`src/rtl/gen_reduce_if.sv`:
```
// Generator-protocol bundle seen by gen_reduce: its own caller side plus its child side.
// Latency: none, wires only.
// Backpressure: carries the ready/valid/done handshakes; no storage of its own.
interface gen_reduce_if #(
    parameter int WIDTH = 32
);
    // caller -> reducer
    logic                    _start;
    logic signed [WIDTH-1:0] base;
    logic signed [WIDTH-1:0] limit;
    logic signed [WIDTH-1:0] step;
    logic                    _ready;
    // reducer -> caller
    logic                    _valid;
    logic                    _done;
    logic signed [WIDTH-1:0] _0;
    logic signed [WIDTH-1:0] _1;
    logic signed [WIDTH-1:0] _2;
    logic signed [WIDTH-1:0] _3;
    // reducer -> child
    logic                    child__start;
    logic                    child__ready;
    logic signed [WIDTH-1:0] child_base;
    logic signed [WIDTH-1:0] child_limit;
    logic signed [WIDTH-1:0] child_step;
    // child -> reducer
    logic                    child__valid;
    logic                    child__done;
    logic signed [WIDTH-1:0] child__0;

    // The reducer itself.
    modport master (
        input  _start, base, limit, step, _ready,
        input  child__valid, child__done, child__0,
        output _valid, _done, _0, _1, _2, _3,
        output child__start, child__ready, child_base, child_limit, child_step
    );

    // The environment: the caller above and the child generator below.
    modport slave (
        output _start, base, limit, step, _ready,
        output child__valid, child__done, child__0,
        input  _valid, _done, _0, _1, _2, _3,
        input  child__start, child__ready, child_base, child_limit, child_step
    );
endinterface

```
`src/rtl/gen_reduce.sv`:
```
// Launches a child generator, drains its items and reduces them to (sum, count, min, max).
// Latency: tuple valid 1 cycle after the child's honoured done; done 1 cycle after the tuple handshake.
// Backpressure: child throttled by child__ready (optional idle gap per item); tuple held until _ready.
module gen_reduce #(
    parameter int WIDTH     = 32,
    parameter int READY_GAP = 0
) (
    input  logic         _clock,
    input  logic         _reset,
    gen_reduce_if.master bus
);

    localparam int GW = (READY_GAP > 1) ? $clog2(READY_GAP + 1) : 1;

    // Accumulator seeds: min starts at the largest positive value, max at its negation.
    localparam logic signed [WIDTH-1:0] L_POS_MAX = {1'b0, {(WIDTH-1){1'b1}}};
    localparam logic signed [WIDTH-1:0] L_NEG_MAX = -L_POS_MAX;

    typedef enum logic [2:0] {
        S_IDLE,
        S_LAUNCH,
        S_CONSUME,
        S_GAP,
        S_EMIT
    } state_t;

    state_t                  r_state;

    // Running reduction of the current child stream.
    logic signed [WIDTH-1:0] r_sum;
    logic signed [WIDTH-1:0] r_cnt;
    logic signed [WIDTH-1:0] r_min;
    logic signed [WIDTH-1:0] r_max;

    // Registered outputs.
    logic                    r_valid;
    logic                    r_done;
    logic signed [WIDTH-1:0] r_0;
    logic signed [WIDTH-1:0] r_1;
    logic signed [WIDTH-1:0] r_2;
    logic signed [WIDTH-1:0] r_3;
    logic                    r_child_start;
    logic                    r_child_ready;
    logic signed [WIDTH-1:0] r_child_base;
    logic signed [WIDTH-1:0] r_child_limit;
    logic signed [WIDTH-1:0] r_child_step;

    // r_mask: first CONSUME cycle, where the child's done may still be from its last run.
    // r_done_pend: done arrived together with an item; honour it once that item is taken.
    logic                    r_mask;
    logic                    r_done_pend;
    logic [GW-1:0]           r_gap_cnt;

    logic                    w_accept;
    logic                    w_done_hit;

    // Item handshake with the child, and a done that may end the stream this cycle.
    always_comb begin
        w_accept   = 1'b0;
        w_done_hit = 1'b0;
        if (r_state == S_CONSUME) begin
            w_accept   = r_child_ready && bus.child__valid;
            w_done_hit = !r_mask && (bus.child__done || r_done_pend);
        end
    end

    // Control FSM, reduction and all registered outputs; a new _start overrides any state.
    always_ff @(posedge _clock or negedge _reset) begin
        if (!_reset) begin
            r_state       <= S_IDLE;
            r_sum         <= '0;
            r_cnt         <= '0;
            r_min         <= '0;
            r_max         <= '0;
            r_valid       <= 1'b0;
            r_done        <= 1'b0;
            r_0           <= '0;
            r_1           <= '0;
            r_2           <= '0;
            r_3           <= '0;
            r_child_start <= 1'b0;
            r_child_ready <= 1'b0;
            r_child_base  <= '0;
            r_child_limit <= '0;
            r_child_step  <= '0;
            r_mask        <= 1'b0;
            r_done_pend   <= 1'b0;
            r_gap_cnt     <= '0;
        end else if (bus._start) begin
            r_child_base  <= bus.base;
            r_child_limit <= bus.limit;
            r_child_step  <= bus.step;
            r_sum         <= '0;
            r_cnt         <= '0;
            r_min         <= L_POS_MAX;
            r_max         <= L_NEG_MAX;
            r_valid       <= 1'b0;
            r_done        <= 1'b0;
            r_child_start <= 1'b1;
            r_child_ready <= 1'b0;
            r_mask        <= 1'b0;
            r_done_pend   <= 1'b0;
            r_state       <= S_LAUNCH;
        end else begin
            case (r_state)
                S_IDLE: begin
                    r_done        <= 1'b1;
                    r_valid       <= 1'b0;
                    r_child_start <= 1'b0;
                    r_child_ready <= 1'b0;
                end

                S_LAUNCH: begin
                    r_child_start <= 1'b0;
                    r_child_ready <= 1'b1;
                    r_mask        <= 1'b1;
                    r_done_pend   <= 1'b0;
                    r_state       <= S_CONSUME;
                end

                S_CONSUME: begin
                    r_mask <= 1'b0;
                    if (w_accept) begin
                        r_sum <= r_sum + bus.child__0;
                        r_cnt <= r_cnt + WIDTH'(1);
                        if (bus.child__0 < r_min) r_min <= bus.child__0;
                        if (bus.child__0 > r_max) r_max <= bus.child__0;
                        if (!r_mask && bus.child__done) r_done_pend <= 1'b1;
                        if (READY_GAP > 0) begin
                            r_child_ready <= 1'b0;
                            r_gap_cnt     <= GW'(READY_GAP);
                            r_state       <= S_GAP;
                        end
                    end else if (w_done_hit) begin
                        // Stream finished: latch the tuple; an empty run reports min = max = 0.
                        r_child_ready <= 1'b0;
                        r_done_pend   <= 1'b0;
                        r_valid       <= 1'b1;
                        r_0           <= r_sum;
                        r_1           <= r_cnt;
                        r_2           <= (r_cnt == '0) ? '0 : r_min;
                        r_3           <= (r_cnt == '0) ? '0 : r_max;
                        r_state       <= S_EMIT;
                    end
                end

                S_GAP: begin
                    r_child_ready <= 1'b0;
                    if (r_gap_cnt <= GW'(1)) begin
                        r_child_ready <= 1'b1;
                        r_state       <= S_CONSUME;
                    end else begin
                        r_gap_cnt <= r_gap_cnt - GW'(1);
                    end
                end

                S_EMIT: begin
                    if (bus._ready) begin
                        r_valid <= 1'b0;
                        r_done  <= 1'b1;
                        r_state <= S_IDLE;
                    end
                end

                default: begin
                    r_state <= S_IDLE;
                end
            endcase
        end
    end

    assign bus._valid       = r_valid;
    assign bus._done        = r_done;
    assign bus._0           = r_0;
    assign bus._1           = r_1;
    assign bus._2           = r_2;
    assign bus._3           = r_3;
    assign bus.child__start = r_child_start;
    assign bus.child__ready = r_child_ready;
    assign bus.child_base   = r_child_base;
    assign bus.child_limit  = r_child_limit;
    assign bus.child_step   = r_child_step;

endmodule

```
`src/flat_wrapper.sv`:
```
// flat-port wrapper written by rule: the top's interface ports become plain ports
module gen_reduce_flat 
#(
    parameter int WIDTH     = 32,
    parameter int READY_GAP = 0
)
  (_clock, _reset, bus__start, bus_base, bus_limit, bus_step, bus__ready, bus_child__valid, bus_child__done, bus_child__0, bus__valid, bus__done, bus__0, bus__1, bus__2, bus__3, bus_child__start, bus_child__ready, bus_child_base, bus_child_limit, bus_child_step);
  gen_reduce_if #(.WIDTH(WIDTH)) bus_i ();
  input  logic _clock;
  input  logic _reset;
  input wire logic [$bits(bus_i._start)-1:0] bus__start;
  input wire logic [$bits(bus_i.base)-1:0] bus_base;
  input wire logic [$bits(bus_i.limit)-1:0] bus_limit;
  input wire logic [$bits(bus_i.step)-1:0] bus_step;
  input wire logic [$bits(bus_i._ready)-1:0] bus__ready;
  input wire logic [$bits(bus_i.child__valid)-1:0] bus_child__valid;
  input wire logic [$bits(bus_i.child__done)-1:0] bus_child__done;
  input wire logic [$bits(bus_i.child__0)-1:0] bus_child__0;
  output wire logic [$bits(bus_i._valid)-1:0] bus__valid;
  output wire logic [$bits(bus_i._done)-1:0] bus__done;
  output wire logic [$bits(bus_i._0)-1:0] bus__0;
  output wire logic [$bits(bus_i._1)-1:0] bus__1;
  output wire logic [$bits(bus_i._2)-1:0] bus__2;
  output wire logic [$bits(bus_i._3)-1:0] bus__3;
  output wire logic [$bits(bus_i.child__start)-1:0] bus_child__start;
  output wire logic [$bits(bus_i.child__ready)-1:0] bus_child__ready;
  output wire logic [$bits(bus_i.child_base)-1:0] bus_child_base;
  output wire logic [$bits(bus_i.child_limit)-1:0] bus_child_limit;
  output wire logic [$bits(bus_i.child_step)-1:0] bus_child_step;
  assign bus_i._start = bus__start;
  assign bus_i.base = bus_base;
  assign bus_i.limit = bus_limit;
  assign bus_i.step = bus_step;
  assign bus_i._ready = bus__ready;
  assign bus_i.child__valid = bus_child__valid;
  assign bus_i.child__done = bus_child__done;
  assign bus_i.child__0 = bus_child__0;
  assign bus__valid = bus_i._valid;
  assign bus__done = bus_i._done;
  assign bus__0 = bus_i._0;
  assign bus__1 = bus_i._1;
  assign bus__2 = bus_i._2;
  assign bus__3 = bus_i._3;
  assign bus_child__start = bus_i.child__start;
  assign bus_child__ready = bus_i.child__ready;
  assign bus_child_base = bus_i.child_base;
  assign bus_child_limit = bus_i.child_limit;
  assign bus_child_step = bus_i.child_step;
  gen_reduce #(.WIDTH(WIDTH), .READY_GAP(READY_GAP)) u_core (._clock(_clock), ._reset(_reset), .bus(bus_i));
endmodule
```
`config.mk`:
```
export PLATFORM = sky130hd
export DESIGN_NAME = gen_reduce_flat
export DESIGN_NICKNAME = d
export VERILOG_FILES = /design/src/rtl/gen_reduce_if.sv /design/src/rtl/gen_reduce.sv /design/src/flat_wrapper.sv
export SDC_FILE = /design/constraint.sdc
export NUM_CORES = 1
export LEC_CHECK = 0
export CORE_MARGIN = 8
export CORE_UTILIZATION = 57
export CTS_BUF_LIST = sky130_fd_sc_hd__clkbuf_4
export CTS_CLUSTER_DIAMETER = 60
export CTS_CLUSTER_SIZE = 28
export DETAILED_ROUTE_END_ITERATION = 8
export PLACE_DENSITY = 0.95
export SLEW_MARGIN = 5
export SYNTH_ARGS = -nofsm -noshare
export SYNTH_HDL_FRONTEND = slang
export SYNTH_SLANG_ARGS = --single-unit
```
`constraint.sdc`:
```
create_clock -name _clock -period 9 [get_ports _clock]
set_clock_uncertainty 0.1 [all_clocks]
set_input_delay 1.8 -clock _clock [delete_from_list [all_inputs] [get_ports _clock]]
set_output_delay 1.8 -clock _clock [all_outputs]
set_load 0.01 [all_outputs]
```
### Word level (Yosys, flattened, before mapping)

Index checks and enable logic that the tools add are counted.

* input port bits: 134
* word-level logic and storage cells: 111
* output and inout bits: 228
* register bits after elaboration: 362

* add/subtract/negate cells: 3
* magnitude comparators: 3
* bitwise operators: 3
* multiplexer cells: 45
* reduce and logical (&&, ||, !) cells: 27
* eq/ne operators: 11

Operator list (number)
* two-way mux 32 bit: 16
* adder 32 x 2 -> 32 bit (second input constant): 1
* adder 32 bit: 1
* greater-than comparator 32 bit: 1
* zero test 32 bit: 1
* less-than comparator 32 bit: 1
* two-way mux 1 bit: 18
* two-way mux 3 bit: 5
* one-hot mux 3 bit (5 select lines): 1
* AND reduction 3 bit: 5
* nonzero test 2 bit: 5
* AND reduction 4 bit: 2
* == test 3 x 2 -> 1 bit (second input constant): 2
* != test 3 x 2 -> 1 bit (second input constant): 2
* != test 3 bit (second input constant): 2
* one-hot mux 1 bit (2 select lines): 3
* nonzero test 3 bit: 2
* AND reduction 5 bit: 1
* nonzero test 5 bit: 1
* != test 4 x 2 -> 1 bit (second input constant): 1
* != test 4 bit (second input constant): 1
* one-hot mux 1 bit (4 select lines): 1
* AND reduction 2 bit: 2
* nonzero test 4 bit: 1
* 12 further kinds: 16

### Logic depth before layout (Yosys ltp)

* depth after elaboration: 7
* depth in mapped cells: 13
* gate-level depth less buffers: 11

### Worst setup path before layout

Ideal clock, no wire load.

* path type: input -> register
* from: input bus_child__0[14]
* to: register u_core.r_sum[31]
* setup time: 0.125 ns
* cell stages on the path: 9
* path buffers: 0
* slack: 4.399 ns
* data arrival time: 4.376 ns
* data required time: 8.775 ns
* path through: ha_1 a21o_1 a21o_1 a211o_1 or3_4 a311o_1 o41ai_2 mux2_4 mux2_4

* word-level cells in the longest chain between the ends: 4

RTL lines
* from (decl): line flat_wrapper.sv:18 `input wire logic [$bits(bus_i.child__0)-1:0] bus_child__0;`
* adder 32 bit: line gen_reduce.sv:124 `r_sum <= r_sum + bus.child__0;`
* two-way mux 32 bit: line gen_reduce.sv:123 `if (w_accept) begin`
* two-way mux 32 bit: line gen_reduce.sv:105 `case (r_state)`
* two-way mux 32 bit: line gen_reduce.sv:89 `end else if (bus._start) begin`
* to (signal assigned): line gen_reduce.sv:124
* to (decl): line gen_reduce.sv:30 `logic signed [WIDTH-1:0] r_sum;`

Every way passes these cells. The select of a mux whose other input is x is not followed.
A chain may end at the register's enable or synchronous reset.

### Worst setup path after layout

* from: input bus_child__0[1]
* to: register u_core.r_max[14]

* word-level cells in the longest chain between the ends: 3

RTL lines
* greater-than comparator 32 bit: line gen_reduce.sv:127 `if (bus.child__0 > r_max) r_max <= bus.child__0;`
* nonzero test 2 bit (no source line)
* AND reduction 3 bit (no source line)
* to (signal assigned): line gen_reduce.sv:127
* to (decl): line gen_reduce.sv:33 `logic signed [WIDTH-1:0] r_max;`

Every way passes these cells.

==> run_results.csv <==
group,metric,value,unit
run_status,status,"completed",
sta,fmaxAchievable,0.215,GHz
drt,wl,49500,microns
worst_setup_path,path_max_fanout,32,
worst_setup_path,reg2reg_to,"u_core.r_sum[24]",
clocking,cts-buffers-inserted,30,
pwr,p_leak,10.1,nW
floorplan,die_h,191,microns
yosys,syn_area,17500,sq um
worst_setup_path,regToRegSetupSlack,5.51,ns
floorplan,pin_count,362,
yosys,synthDistinctLibCells,58,
sta,layout_min_cycle_time,4.66,ns
worst_setup_path,crit_slowest_cell,"and3b_2",
pwr,p_sw,0.000888,W
sta,setup_viol,0,
yosys,synth_fp_nets,1769,
floorplan,start_util,57.6,%
place,place_area,21400,sq um
worst_setup_path,critical_path.startpoint,"bus_child__0[1]",
cells_and_area,fillers,1955,
worst_setup_path,crit_path_end,"u_core.r_max[14]",
drt,drt_iter0_markers,1194,
clocking,cts_tree,"built",
worst_setup_path,critPathMaxStageDelay,0.95,ns
cells_and_area,areaGrowthSynthToFinish,26.3,%
yosys,ys_seq_elements,361,
yosys,synthCells,1538,
cells_and_area,drive_above_1_share,12.6,%
pwr,swShare,28.3,%
floorplan,die_area,36500,sq um
clocking,post-cts-setup-buffers,0,
place,io_buffer_count,361,
clocking,cts_max_path_buffers,3,
worst_setup_path,crit_path_end_kind,"register",
sta,relSlewSlack,27.1,%
clocking,clock_latency,0.83,ns
clocking,clkSinkCount,361,
pwr,finalPower,0.00314,W
global_route,grt_overflow,0,
place,dpl.cell_count,2228,
floorplan,dieWidth,191,microns
worst_setup_path,cp.arrival,5.26,ns
cells_and_area,final_nets,2095,
worst_setup_path,cp.depth,11,
yosys,async_flop_share,100,%
place,hpwl,36200,microns
worst_setup_path,path_delay_family,"compound AO/OA/AOI/OAI gates",
floorplan,fp.coreArea,30300,sq um
place,place.gp.congestion,0.925,
pwr,ir_worst_vdd,0.161,mV
drt,via_per_inst,5.85,
sta,final_max_slew_viol_count,0,
global_route,grt_antenna_before_repair,6,
clocking,cts_hold_buf,0,
clocking,clk_pin_slew,0.16,ns
pwr,p_per_area,142,nW/um^2
sta,finalHoldViolCount,0,
sta,setup_slack,4.34,ns
pwr,clkPwrFrac,31.9,%
job,drv_cap,0,
yosys,synth_ff_type,"dfrtp_1",
sta,setup_tns,0,ns
worst_setup_path,path_cells,"clkdlybuf4s50_1 > ha_1 > nor2b_1 > o21a_1 > o21ai_0 > a21oi_1 > o31a_1 > o21ai_0 > a21oi_1 > and3b_2 > mux2i_1",
worst_setup_path,cp-start-kind,"input pin",
global_route,grt.total_usage,26.2,%
global_route,grt_max_degree,147,
cells_and_area,layout.cells.non_filler,2291,
global_route,grt_first_pass_wirelength,77100,microns
pwr,seqPwrFrac,54.6,%
floorplan,std_cell_rows,64,
worst_setup_path,r2r-start,"u_core.r_sum[0]",
min_path,hold_path.class,"register to register",
clocking,ctsResizeCount,0,
pwr,cellInternalPower,0.00225,W
drt,wl_per_cell,21.6,microns
pwr,combPwrFrac,13.5,%
yosys,syn_area_per_cell,11.4,sq um
sta,finalCritPeriodShare,51.8,%
yosys,synth.yosys.seq_area_share,51.7,%
global_route,grt_pass1_vias,13900,
drt,antenna_left,0,
clocking,cts_root_buf,"clkbuf_4",
drt,firstDrtPassIters,5,
worst_setup_path,r2r_cells,11,
yosys,yosysWarnings,0,
sta,worstMarginPinSlew,1.09,ns
worst_setup_path,required,9.60,ns
yosys,synth_enable_flop_cells,0,
place,post-place-ws,3.59,ns
drt,drc_errors,0,
sta,rsz0062_at_grt,"no",
worst_setup_path,path_buf_inv,1,
cells_and_area,postLayoutCellArea,22100,sq um
clocking,h-tree-depth,1,
worst_setup_path,critPathKind,"input pin to register",
drt,vias,13400,
[power groups by stage]
stage / clock network [W] / logic (W) / registers, W
2_1_floorplan: 0 / 0.000149 / 0.00176
3_3_place_gp: 0 / 0.000411 / 0.00174
3_5_place_dp: 0 / 0.000424 / 0.00174
4_1_cts: 0.00102 / 0.000427 / 0.00171
5_1_grt: 0.00108 / 0.000458 / 0.00172
6_report: 0.000999 / 0.000424 / 0.00171
[through the flow]
| step | util, % | hold slack, ns |
|---|---|---|
| final | 72.7 | 0.426 |
| after global routing | 72.7 | 0.429 |
| after CTS | 72.6 | 0.424 |
| after detailed placement | 70.5 | 0.392 |
| after global placement | 70.5 | 0.368 |
| after floorplan | - | 0.388 |
[Yosys cell counts (2+ instances only)]
master     count  share of area (%)
nand4_1       26               0.93
and4_1         3               0.15
nor4_1         7               0.25
dfrtp_1      361                 52
and2_1         2              0.072
nor2b_1        8               0.29
a21o_1        49                2.1
a211o_1        7               0.35
o31ai_1        5               0.21
mux2_2       157                 10
a311o_1        2               0.11
nand2_1       81                1.7
buf_1          4              0.086
inv_1         73                1.6
a22o_1        66                3.3
o21a_1         8               0.34
nand3_1       16               0.46
a21oi_1       71                2.0
mux2i_1       65                3.7
nand3b_1       4               0.17
a31oi_1        7               0.25
nand2b_1      66                2.4
xor2_1        27                1.4
o31a_1         2               0.10
o21bai_1       2              0.086
or3_1         10               0.36
nor3_1        14               0.40
mux2_4         2               0.17
nor4b_1        3               0.15
nor2_1       129                2.8
o21ai_0       32               0.92
ha_1          96                6.9
o211ai_1       2              0.086
and3_1        10               0.36
xnor2_1       16               0.80
a2111oi_0      3               0.15
clkbuf_1      65                1.4
buf_2          7               0.20
a211oi_1      10               0.43
or2_2          2              0.072
[kinds of logic (layout without fill, tap and decap cells)]
family	after synthesis	count (layout)	synth area share [%]
XOR/XNOR	43	43	2.16
buffers and inverters	150	500	3.28
flip-flops	361	361	51.7
AO/OA/AOI/OAI	274	274	10.9
adder cells (fa/ha/maj)	97	97	6.99
multiplexers	224	224	14.0
other	0	7	0
AND/OR/NAND/NOR	389	389	10.9
[metal layers]
layer	vias up	track usage [%]	wire length [microns]
li1	6103	-	-
met5	-	0	0
met4	0	9.83	1940
met3	99	5.22	3540
met2	508	43.9	24400
met1	6700	33.4	19700
[placed cells by master (no fill, tap or decap), types with 8 or more instances in the layout]
cell type | Yosys | layout
nand2_1 | 81 | 81
nand2b_1 | 66 | 66
ha_1 | 96 | 96
nor2_1 | 129 | 127
a22o_1 | 66 | 66
a21o_1 | 49 | 49
mux2i_1 | 65 | 64
dfrtp_1 | 361 | 361
mux2_2 | 157 | 157
clkbuf_4 | 0 | 30
nor3_1 | 14 | 14
a21oi_1 | 71 | 71
o21ai_0 | 32 | 32
xor2_1 | 27 | 27
o21a_1 | 8 | 8
clkinv_8 | 0 | 10
buf_4 | 0 | 9
clkdlybuf4s50_1 | 0 | 359
a211oi_1 | 10 | 10
inv_1 | 73 | 73
or3_1 | 10 | 10
nand4_1 | 26 | 26
nand3_1 | 16 | 16
and3_1 | 10 | 10
xnor2_1 | 16 | 16
nor2b_1 | 8 | 8
[worst min path at each step]
stage	from	to	slack, ns	cells past startpoint
floorplan	u_core.r_min[10]	u_core.bus._2[10]	0.39	1
global placement	u_core.bus._1[30]	u_core.bus._1[30]	0.37	2
detailed placement	u_core.bus._1[1]	u_core.bus._1[1]	0.39	2
CTS	u_core.r_min[2]	u_core.bus._2[2]	0.42	1
global route	u_core.r_min[6]	u_core.bus._2[6]	0.43	1
finish	u_core.bus._2[28]	u_core.bus._2[28]	0.43	1
[state kept, by name, indices dropped and copies added (netlist names)]
name / count
u_core.bus._2: 32
u_core.bus.child_limit: 32
u_core.bus._0: 32
u_core.r_done_pend: 1
u_core.bus._1: 32
u_core.bus.child__start: 1
u_core.bus._3: 32
u_core.bus.child_step: 32
u_core.r_min: 32
u_core.bus._valid: 1
u_core.bus.child_base: 32
u_core.bus._done: 1
u_core.bus.child__ready: 1
u_core.r_max: 32
u_core.r_state: 3
u_core.r_cnt: 32
u_core.r_sum: 32
u_core.r_mask: 1
[worst reg2reg max path, cell delays in order (launching register included)]
cell       delay [ns]
dfrtp_1          0.43
ha_1             0.24
fa_1             0.43
a211oi_1         0.31
nor3_1           0.10
a211o_1          0.37
a2111oi_0        0.57
o21bai_1         0.21
a21oi_1          0.17
o31ai_1          0.10
nor4b_1          0.30
a211o_1          0.15
[final cells by class]
cell class | count | area [sq um] | area share (%)
Inverter | 73 | 274 | 1.24
Clock buffer | 30 | 225 | 1.02
Sequential cell | 361 | 9030 | 41.0
Tap cell | 396 | 495 | 2.25
Clock inverter | 26 | 415 | 1.88
Timing Repair Buffer | 371 | 3710 | 16.8
Multi-Input combinational cell | 1027 | 7890 | 35.8
Antenna cell | 7 | 17.5 | 0.0794
Note: power is estimated with default switching activity, not from simulation.
